**src/rtl/vector_pkg.sv**
```systemverilog
// rtl/vector_pkg.sv - shared opcode constants and sequencer state type
package vector_pkg;

    localparam logic [4:0] OP_ADD   = 5'b00000;
    localparam logic [4:0] OP_SUB   = 5'b00001;
    localparam logic [4:0] OP_FXADD = 5'b01000;

    typedef enum logic [1:0] {
        IDLE = 2'd0,
        RUN  = 2'd1,
        DONE = 2'd2
    } state_e;

endpackage

```
**src/rtl/vector_lane_sequencer.sv**
```systemverilog
// rtl/vector_lane_sequencer.sv - walks a vector op lane by lane through an external ALU
module vector_lane_sequencer
    import vector_pkg::*;
#(
    parameter int DATA_WIDTH = 16,
    parameter int NUM_LANES  = 16
) (
    input  logic                             clk,
    input  logic                             rst_n,
    input  logic                             in_valid,
    output logic                             in_ready,
    input  logic [4:0]                       in_opcode,
    input  logic [$clog2(NUM_LANES)-1:0]     in_vl,
    input  logic [NUM_LANES*DATA_WIDTH-1:0]  in_vec_a,
    input  logic [NUM_LANES*DATA_WIDTH-1:0]  in_vec_b,
    output logic [DATA_WIDTH-1:0]            alu_operand1,
    output logic [DATA_WIDTH-1:0]            alu_operand2,
    output logic [4:0]                       alu_opcode,
    input  logic [DATA_WIDTH-1:0]            alu_result,
    output logic                             out_valid,
    input  logic                             out_ready,
    output logic [NUM_LANES*DATA_WIDTH-1:0]  out_vec
);

    localparam int LANE_W = $clog2(NUM_LANES);
    localparam int VEC_W  = NUM_LANES * DATA_WIDTH;
    // vl is held one bit wider so that the full-length case (in_vl == 0) fits
    localparam logic [LANE_W:0] VL_ONE  = (LANE_W+1)'(1);
    localparam logic [LANE_W:0] VL_FULL = (LANE_W+1)'(NUM_LANES);

    state_e              state_q, state_d;
    logic [VEC_W-1:0]    a_q, b_q, res_q, res_d;
    logic [4:0]          op_q;
    logic [LANE_W:0]     vl_q;
    logic [LANE_W-1:0]   cnt_q;
    logic                handshake;
    logic                last_lane;

    assign handshake = in_valid && in_ready;
    assign last_lane = ({1'b0, cnt_q} == (vl_q - VL_ONE));
    assign alu_opcode = op_q;
    assign out_vec    = res_q;

    // State register
    always_ff @(posedge clk or negedge rst_n) begin
        if (!rst_n) begin
            state_q <= IDLE;
        end else begin
            state_q <= state_d;
        end
    end

    // Next-state logic
    always_comb begin
        state_d = state_q;
        case (state_q)
            IDLE:    if (handshake) state_d = RUN;
            RUN:     if (last_lane) state_d = DONE;
            DONE:    if (out_ready) state_d = IDLE;
            default: state_d = IDLE;
        endcase
    end

    // Handshake and ALU operand outputs; operands are zero outside RUN
    always_comb begin
        in_ready     = (state_q == IDLE) && rst_n;
        out_valid    = (state_q == DONE);
        alu_operand1 = '0;
        alu_operand2 = '0;
        if (state_q == RUN) begin
            alu_operand1 = a_q[cnt_q*DATA_WIDTH +: DATA_WIDTH];
            alu_operand2 = b_q[cnt_q*DATA_WIDTH +: DATA_WIDTH];
        end
    end

    // Result vector with the current lane replaced by the ALU result
    always_comb begin
        res_d = res_q;
        res_d[cnt_q*DATA_WIDTH +: DATA_WIDTH] = alu_result;
    end

    // Operand latch, lane counter and result accumulation
    always_ff @(posedge clk or negedge rst_n) begin
        if (!rst_n) begin
            a_q   <= '0;
            b_q   <= '0;
            op_q  <= 5'b00000;
            vl_q  <= '0;
            cnt_q <= '0;
            res_q <= '0;
        end else if (handshake) begin
            a_q   <= in_vec_a;
            b_q   <= in_vec_b;
            op_q  <= in_opcode;
            vl_q  <= (in_vl == '0) ? VL_FULL : {1'b0, in_vl};
            cnt_q <= '0;
            res_q <= '0;
        end else if (state_q == RUN) begin
            res_q <= res_d;
            // Counter stops on the last lane so it never passes vl-1
            if (!last_lane) begin
                cnt_q <= cnt_q + 1'b1;
            end
        end
    end

endmodule

```
**config.mk**
```make
export PLATFORM = sky130hd
export DESIGN_NAME = vector_lane_sequencer
export DESIGN_NICKNAME = d
export VERILOG_FILES = /design/src/rtl/vector_pkg.sv /design/src/rtl/vector_lane_sequencer.sv
export SDC_FILE = /design/constraint.sdc
export NUM_CORES = 2
export LEC_CHECK = 0
export ABC_AREA = 1
export CORE_AREA = 2 2 326 328
export CTS_CLUSTER_SIZE = 20
export DETAILED_ROUTE_END_ITERATION = 7
export DIE_AREA = 0 0 328 330
export PLACE_DENSITY = 0.63
export SLEW_MARGIN = 20
export SYNTH_ARGS = -nofsm -noshare
export SYNTH_HDL_FRONTEND = slang
export SYNTH_SLANG_ARGS = --single-unit
```
**constraint.sdc**
```tcl
create_clock -name clk -period 3.5 [get_ports clk]
set_input_delay 0.7 -clock clk [delete_from_list [all_inputs] [get_ports clk]]
set_output_delay 0.7 -clock clk [all_outputs]
set_load 0.02 [all_outputs]
```
; ---- After elaboration in Yosys (flattened, before gate mapping)
; Cells that the tools add are included.
[op_classes]
addsub = 3
n_eq_ne = 7
shift = 4
mux = 13
reduce_logical = 7
[ops]
columns = op, count
row1 = 256-bit two-way mux, 2
row2 = 256-bit by 9-bit indexed part select with 16-bit output, 2
row3 = 256-bit bitwise mux, 1
row4 = "16-bit by 34-bit variable shift with 256-bit output, first input constant", 1
row5 = 16-bit by 34-bit indexed part select with 256-bit output, 1
row6 = 8-bit negator with 34-bit output, 1
row7 = 16-bit two-way mux, 2
row8 = 4-bit two-way mux, 3
row9 = 2-bit two-way mux, 3
row10 = "2-bit != test, second input constant", 3
row11 = 2-bit case mux with 3 select lines, 1
row12 = 4-bit by 5-bit equality test with 1-bit output, 1
row13 = 5-bit two-way mux, 1
row14 = "5-bit by 1-bit subtractor with 5-bit output, second input constant", 1
row15 = "4-bit by 1-bit adder with 4-bit output, second input constant", 1
row16 = 4-bit zero test, 1
row17 = 3-bit AND reduction, 1
row18 = "2-bit by 1-bit equality test with 1-bit output, second input constant", 1
row19 = "2-bit equality test, second input constant", 1
row20 = 1-bit logical AND, 2
row21 = 2-bit zero test, 1
row22 = "2-bit by 1-bit != test with 1-bit output, second input constant", 1
row23 = 2-bit AND reduction, 1
row24 = 2-bit nonzero test, 1
[word_totals]
regBits = 784
output_inout_bits = 295

; ---- Depth between registers and ports, before layout
[depth]
depth_word = 5
mapped_depth = 18
ltp_nobuf = 12

; ---- Least setup slack after synthesis
; No wires, ideal clock.
[synth_path]
kind = reg-to-reg
start = register cnt_q[0]
end = register res_q[102] (netlist: out_vec[102])
arrival_ns = 2.664
t_required_ns = 3.417
setup_slack_ns = 0.753
stages_incl_launch_ff = 16
path_buffers = 7
period_less_slack_ns = 2.747
cell_sequence = dfrtp_1 buf_2 inv_2 buf_2 buf_2 clkbuf_1 ha_1 buf_2 inv_1 buf_2 nor2_1 buf_2 nand3_1 inv_1 nand2_1 o21ai_0
[synth_via]
elab_chain_len = 5
word_cells_on_any_way = 6
[synth_lines]
columns = element, line_no
row1 = start: declaration, vector_lane_sequencer.sv:35  ; logic [LANE_W-1:0] cnt_q;
row2 = start signal: assignment, vector_lane_sequencer.sv:102  ; cnt_q <= cnt_q + 1'b1;
row3 = 8-bit negator with 34-bit output *, vector_lane_sequencer.sv:79  ; res_d[cnt_q*DATA_WIDTH +: DATA_WIDTH] = alu_result;
row4 = 16-bit by 34-bit indexed part select with 256-bit output or 16-bit by 34-bit variable shift with 256-bit output (tied branches), vector_lane_sequencer.sv:79
row5 = 256-bit bitwise mux *, vector_lane_sequencer.sv:79
row6 = 256-bit two-way mux *, vector_lane_sequencer.sv:98  ; end else if (state_q == RUN) begin
row7 = 256-bit two-way mux *, vector_lane_sequencer.sv:91  ; end else if (handshake) begin
row8 = end signal: assignment, vector_lane_sequencer.sv:99  ; res_q <= res_d;
row9 = end: declaration, vector_lane_sequencer.sv:32  ; logic [VEC_W-1:0] a_q, b_q, res_q, res_d;
; Every way passes the cells marked *; elsewhere a longest branch is shown, timed or not. The select of a mux whose other input is x is not followed.
; A chain may end at the register's enable or synchronous reset.

; ---- Worst setup path after layout
[layout_path]
start = register cnt_q[0]
end = output alu_operand2[14]
[layout_via]
elab_chain_len = 2
[layout_lines]
columns = element, line_no
row1 = 256-bit by 9-bit indexed part select with 16-bit output, vector_lane_sequencer.sv:72  ; alu_operand2 = b_q[cnt_q*DATA_WIDTH +: DATA_WIDTH];
row2 = 16-bit two-way mux, vector_lane_sequencer.sv:70  ; if (state_q == RUN) begin
row3 = end: declaration, vector_lane_sequencer.sv:17  ; output logic [DATA_WIDTH-1:0] alu_operand2,
; No other way between the ends.

==> results.toml <==
[floorplan]
floorplan.die.height_um = 330
die_w_um = 328
die_area_um2 = 108000
design.core.area_um2 = 105000
initial_core_util = 0.338
top_level_ports = 836
floorplan.rows = 119

[yosys]
synth.cell_area_um2 = 35400
postSynthAreaPerCell_um2 = 7.89
synth.yosys.seq_area_share = 0.555
post-synth-top-area-fraction = 0.555
syn_nets = 5030
synth.ff_latch_count = 784
top_cells_by_area_in_the_synthesized_netlist = "sky130_fd_sc_hd__dfrtp_1 (55%), sky130_fd_sc_hd__nand2_1 (19%), sky130_fd_sc_hd__o21ai_0 (6.4%), sky130_fd_sc_hd__nand3_1 (4.9%), sky130_fd_sc_hd__nor2_1 (3.8%)"
synth_warnings = 0
synth_cells = 4482
synthDominantAreaCellType = "sky130_fd_sc_hd__dfrtp_1"
synth.distinct_cells = 27

[detailed_routing]
first_pass_iters = 6
dr_wl_cell_um = 23.1
post_drt_via_cell_ratio = 5.15
vias_post_dr = 34600
drt_drc_violations_left = 0
postRouteAntennaNets = 0
drt-initial-drc-count = 3177
wl_mm = 155

[timing]
whs_ps = 159
post-route-min-period_ps = 3510
setup-violations-final = 2
setup_repair_after_global_routing_missed_its_margin = "yes"
final_report_max_slew_violation_count = 0
setup_slack_ps = -6.96
finalHoldViolCount = 0
worst-slew-pin-transition_ps = 1150
fmax_ghz = 0.285
timing.slew.headroom = 0.236
clock-skew-final_ps = 42.4
finalCritPeriodShare = 1.00

[clocking]
cts_hold_repair.buffers = 0
htree_levels = 3
clock_tree.root_cell = "sky130_fd_sc_hd__clkbuf_16"
clock_tree_buffer_depth = 3
clkLatencyLatePin_ps = 700
cts_tree = "done"
cts_buffers = 88
cts.reportedPaths.clkPinSlew_ps = 60
clock-sinks = 784

[layout]
final_design_area_no_fill_um2 = 49400
layout.cells.non_filler = 6717
drive_gt1_frac = 0.0759
design.final.nets = 5790
nFillCells = 10200
final_common_cell = "sky130_fd_sc_hd__nand2_1"
area_delta_synth_final_pct = 39.8
final_cell_mix = "sky130_fd_sc_hd__nand2_1 (1820), sky130_fd_sc_hd__clkdlybuf4s50_1 (802), sky130_fd_sc_hd__dfrtp_1 (780), sky130_fd_sc_hd__o21ai_0 (425), sky130_fd_sc_hd__nor2_1 (345)"
fin_util = 0.472

[critical_path]
worst_setup_path_start_kind = "flip-flop"
worst-setup-path-type = "flip-flop to primary output"
ff2ff_setup_slack_ps = 390
path_cells = "buf_12, buf_12, buf_16, o21ai_0, o211ai_1, nand3_1, a21oi_1, buf_4, buf_12"
critical_path.top_delay_family = "buffers and inverters"
cp_common_cell = "sky130_fd_sc_hd__buf_12"
critPathRequiredTime_ps = 2800
r2r.worst_path.cells = 9
critical_path.n_buffers_inverters = 5
critical-path-slowest-cell = "sky130_fd_sc_hd__dfrtp_4"
timing.critical_path.fanout_max = 30
arrival_ps = 2810
slowest_cell_delay_on_critical_path_ps = 420
worst_r2r_startpoint = "cnt_q[1]"
reg2reg_to = "out_vec[6]"
endpoint_kind = "primary output"

[place]
post_dp_cell_area_um2 = 45600
numPortBuffers = 835
dpl_worst_slack_ps = 288
dp.cells = 6508
detailed_place_hpwl_mm = 112
gp_congestion = 0.920

[power]
leakagePower_nw = 23.2
power.combinational.fraction = 0.452
cell_internal_pwr_mw = 24.9
power.density_nw_per_um2 = 882
power.clock.fraction = 0.213
peakVddDrop_uv = 579
total_switching_power_mw = 18.7
power.sequential.fraction = 0.334
netSwitchingFraction = 0.429

[global_route]
grt_pass1_vias = 33600
grt_util_met1 = 0.344
grt_util_all_layers = 0.279
grt_pass1_wl_mm = 223
grt.busiest_layer = "met2"
grt_start_max_net_pins = 155
groute.layer.met3.usage = 0.0574
grt_overflow_total = 0
grt_antenna_before_repair = 41
met2_usage = 0.459

[min_path]
holdCritPathClass = "input pin to async pin"

[outcome]
status = "finished, violations left"
violations = "negative setup slack"

[flow_run]
maxCapViolCount = 0
flip-flops by register name, summed over array words and instances (netlist names):
name and flops:
alu_opcode 5, a_q 256, vl_q 5, state_q 2, out_vec 256, b_q 256
cnt_q 4
power by group through the flow:
stage	Sequential [mW]	Clock (mW)	Combinational, mW
after floorplan	14.3	0	9.80
after global placement	14.6	0	18.0
after detailed placement	14.6	0	18.2
after CTS	14.5	9.44	19.3
after global routing	14.9	9.84	21.4
final	14.6	9.30	19.7
metrics by stage:
| step | total power, mW | setup TNS, ps |
|---|---|---|
| after floorplan | 24.1 | 0 |
| after global placement | 32.6 | 0 |
| after detailed placement | 32.8 | 0 |
| after CTS | 43.2 | -397 |
| after global routing | 46.1 | -805 |
| final | 43.6 | -11.1 |
how the worst max path moves through the flow:
stage              from  cells after the start  slack, ps          endpoint
6_report       cnt_q[0]                      9         -7  alu_operand2[14]
5_1_grt        cnt_q[0]                     10       -100   alu_operand1[2]
4_1_cts        cnt_q[0]                     10        -70   alu_operand1[2]
3_5_place_dp   cnt_q[0]                      8        290   alu_operand2[8]
3_3_place_gp   cnt_q[1]                      9        230   alu_operand1[7]
2_1_floorplan  cnt_q[0]                     15        750      out_vec[102]
what timing repair did:
action                                  in CTS  in global routing
pin swaps                                   24                 20
resized for setup                          146                 41
setup buffers                               14                 12
endpoints found under the setup margin      32                 28
gates cloned                                 8                  3
hold endpoints to repair                     0                  0
synthesized netlist by cell type:
library cell and instances:
sky130_fd_sc_hd__nor3b_1 1, sky130_fd_sc_hd__nor3_1 35, sky130_fd_sc_hd__buf_2 44, sky130_fd_sc_hd__nor2_1 358, sky130_fd_sc_hd__nor3_4 2, sky130_fd_sc_hd__nor2_2 4
sky130_fd_sc_hd__nand3_2 2, sky130_fd_sc_hd__o21a_1 52, sky130_fd_sc_hd__dfrtp_1 784, sky130_fd_sc_hd__inv_1 86, sky130_fd_sc_hd__buf_1 39, sky130_fd_sc_hd__nand3_1 346
sky130_fd_sc_hd__xnor2_1 1, sky130_fd_sc_hd__xor2_1 2, sky130_fd_sc_hd__o22ai_1 11, sky130_fd_sc_hd__o21ai_1 66, sky130_fd_sc_hd__nand2_2 4, sky130_fd_sc_hd__nand4_4 1
sky130_fd_sc_hd__nand4_1 7, sky130_fd_sc_hd__nand2_1 1825, sky130_fd_sc_hd__o21ai_0 451, sky130_fd_sc_hd__buf_4 4, sky130_fd_sc_hd__clkbuf_1 227, sky130_fd_sc_hd__inv_2 10
sky130_fd_sc_hd__o211ai_1 48, sky130_fd_sc_hd__a21oi_1 65, sky130_fd_sc_hd__ha_1 7
cells by family after synthesis:
family / after synthesis / share of synthesized area
AND/OR/NAND/NOR: 2585 / 0.291
buffers and inverters: 410 / 0.0455
XOR/XNOR: 3 / 0.000743
AO/OA/AOI/OAI: 693 / 0.106
adder cells (fa/ha/maj): 7 / 0.00248
flip-flops: 784 / 0.555
worst reg2reg max path, stage by stage, from the launching register on:
cell                        delay [ps]
sky130_fd_sc_hd__dfrtp_4           550
sky130_fd_sc_hd__buf_4             170
sky130_fd_sc_hd__nor2_4            140
sky130_fd_sc_hd__clkbuf_16         240
sky130_fd_sc_hd__nand3_2           480
sky130_fd_sc_hd__nor3_4            410
sky130_fd_sc_hd__nand4_4           360
sky130_fd_sc_hd__nand2_2           490
sky130_fd_sc_hd__nand2_1           110
sky130_fd_sc_hd__nand2_1            90
layout make-up:
class                           count  area (um2)  share of cell area
Sequential cell                   784       19600               0.397
Timing Repair inverter              1        16.3            0.000329
Timing Repair Buffer              983       10300               0.208
Inverter                           96         404             0.00818
Clock inverter                     36         355             0.00719
Antenna cell                       15        37.5            0.000760
Tap cell                         1391        1740              0.0352
Clock buffer                      123        2520              0.0511
Multi-Input combinational cell   3288       14400               0.292
metal layers:
layer  vias to the layer above  part of all wire
li1                      16000                 -
met1                     16600              0.39
met2                      1566              0.48
met3                       358             0.075
met4                        34             0.057
met5                         -            0.0014
(Power assumes the default switching activity.)
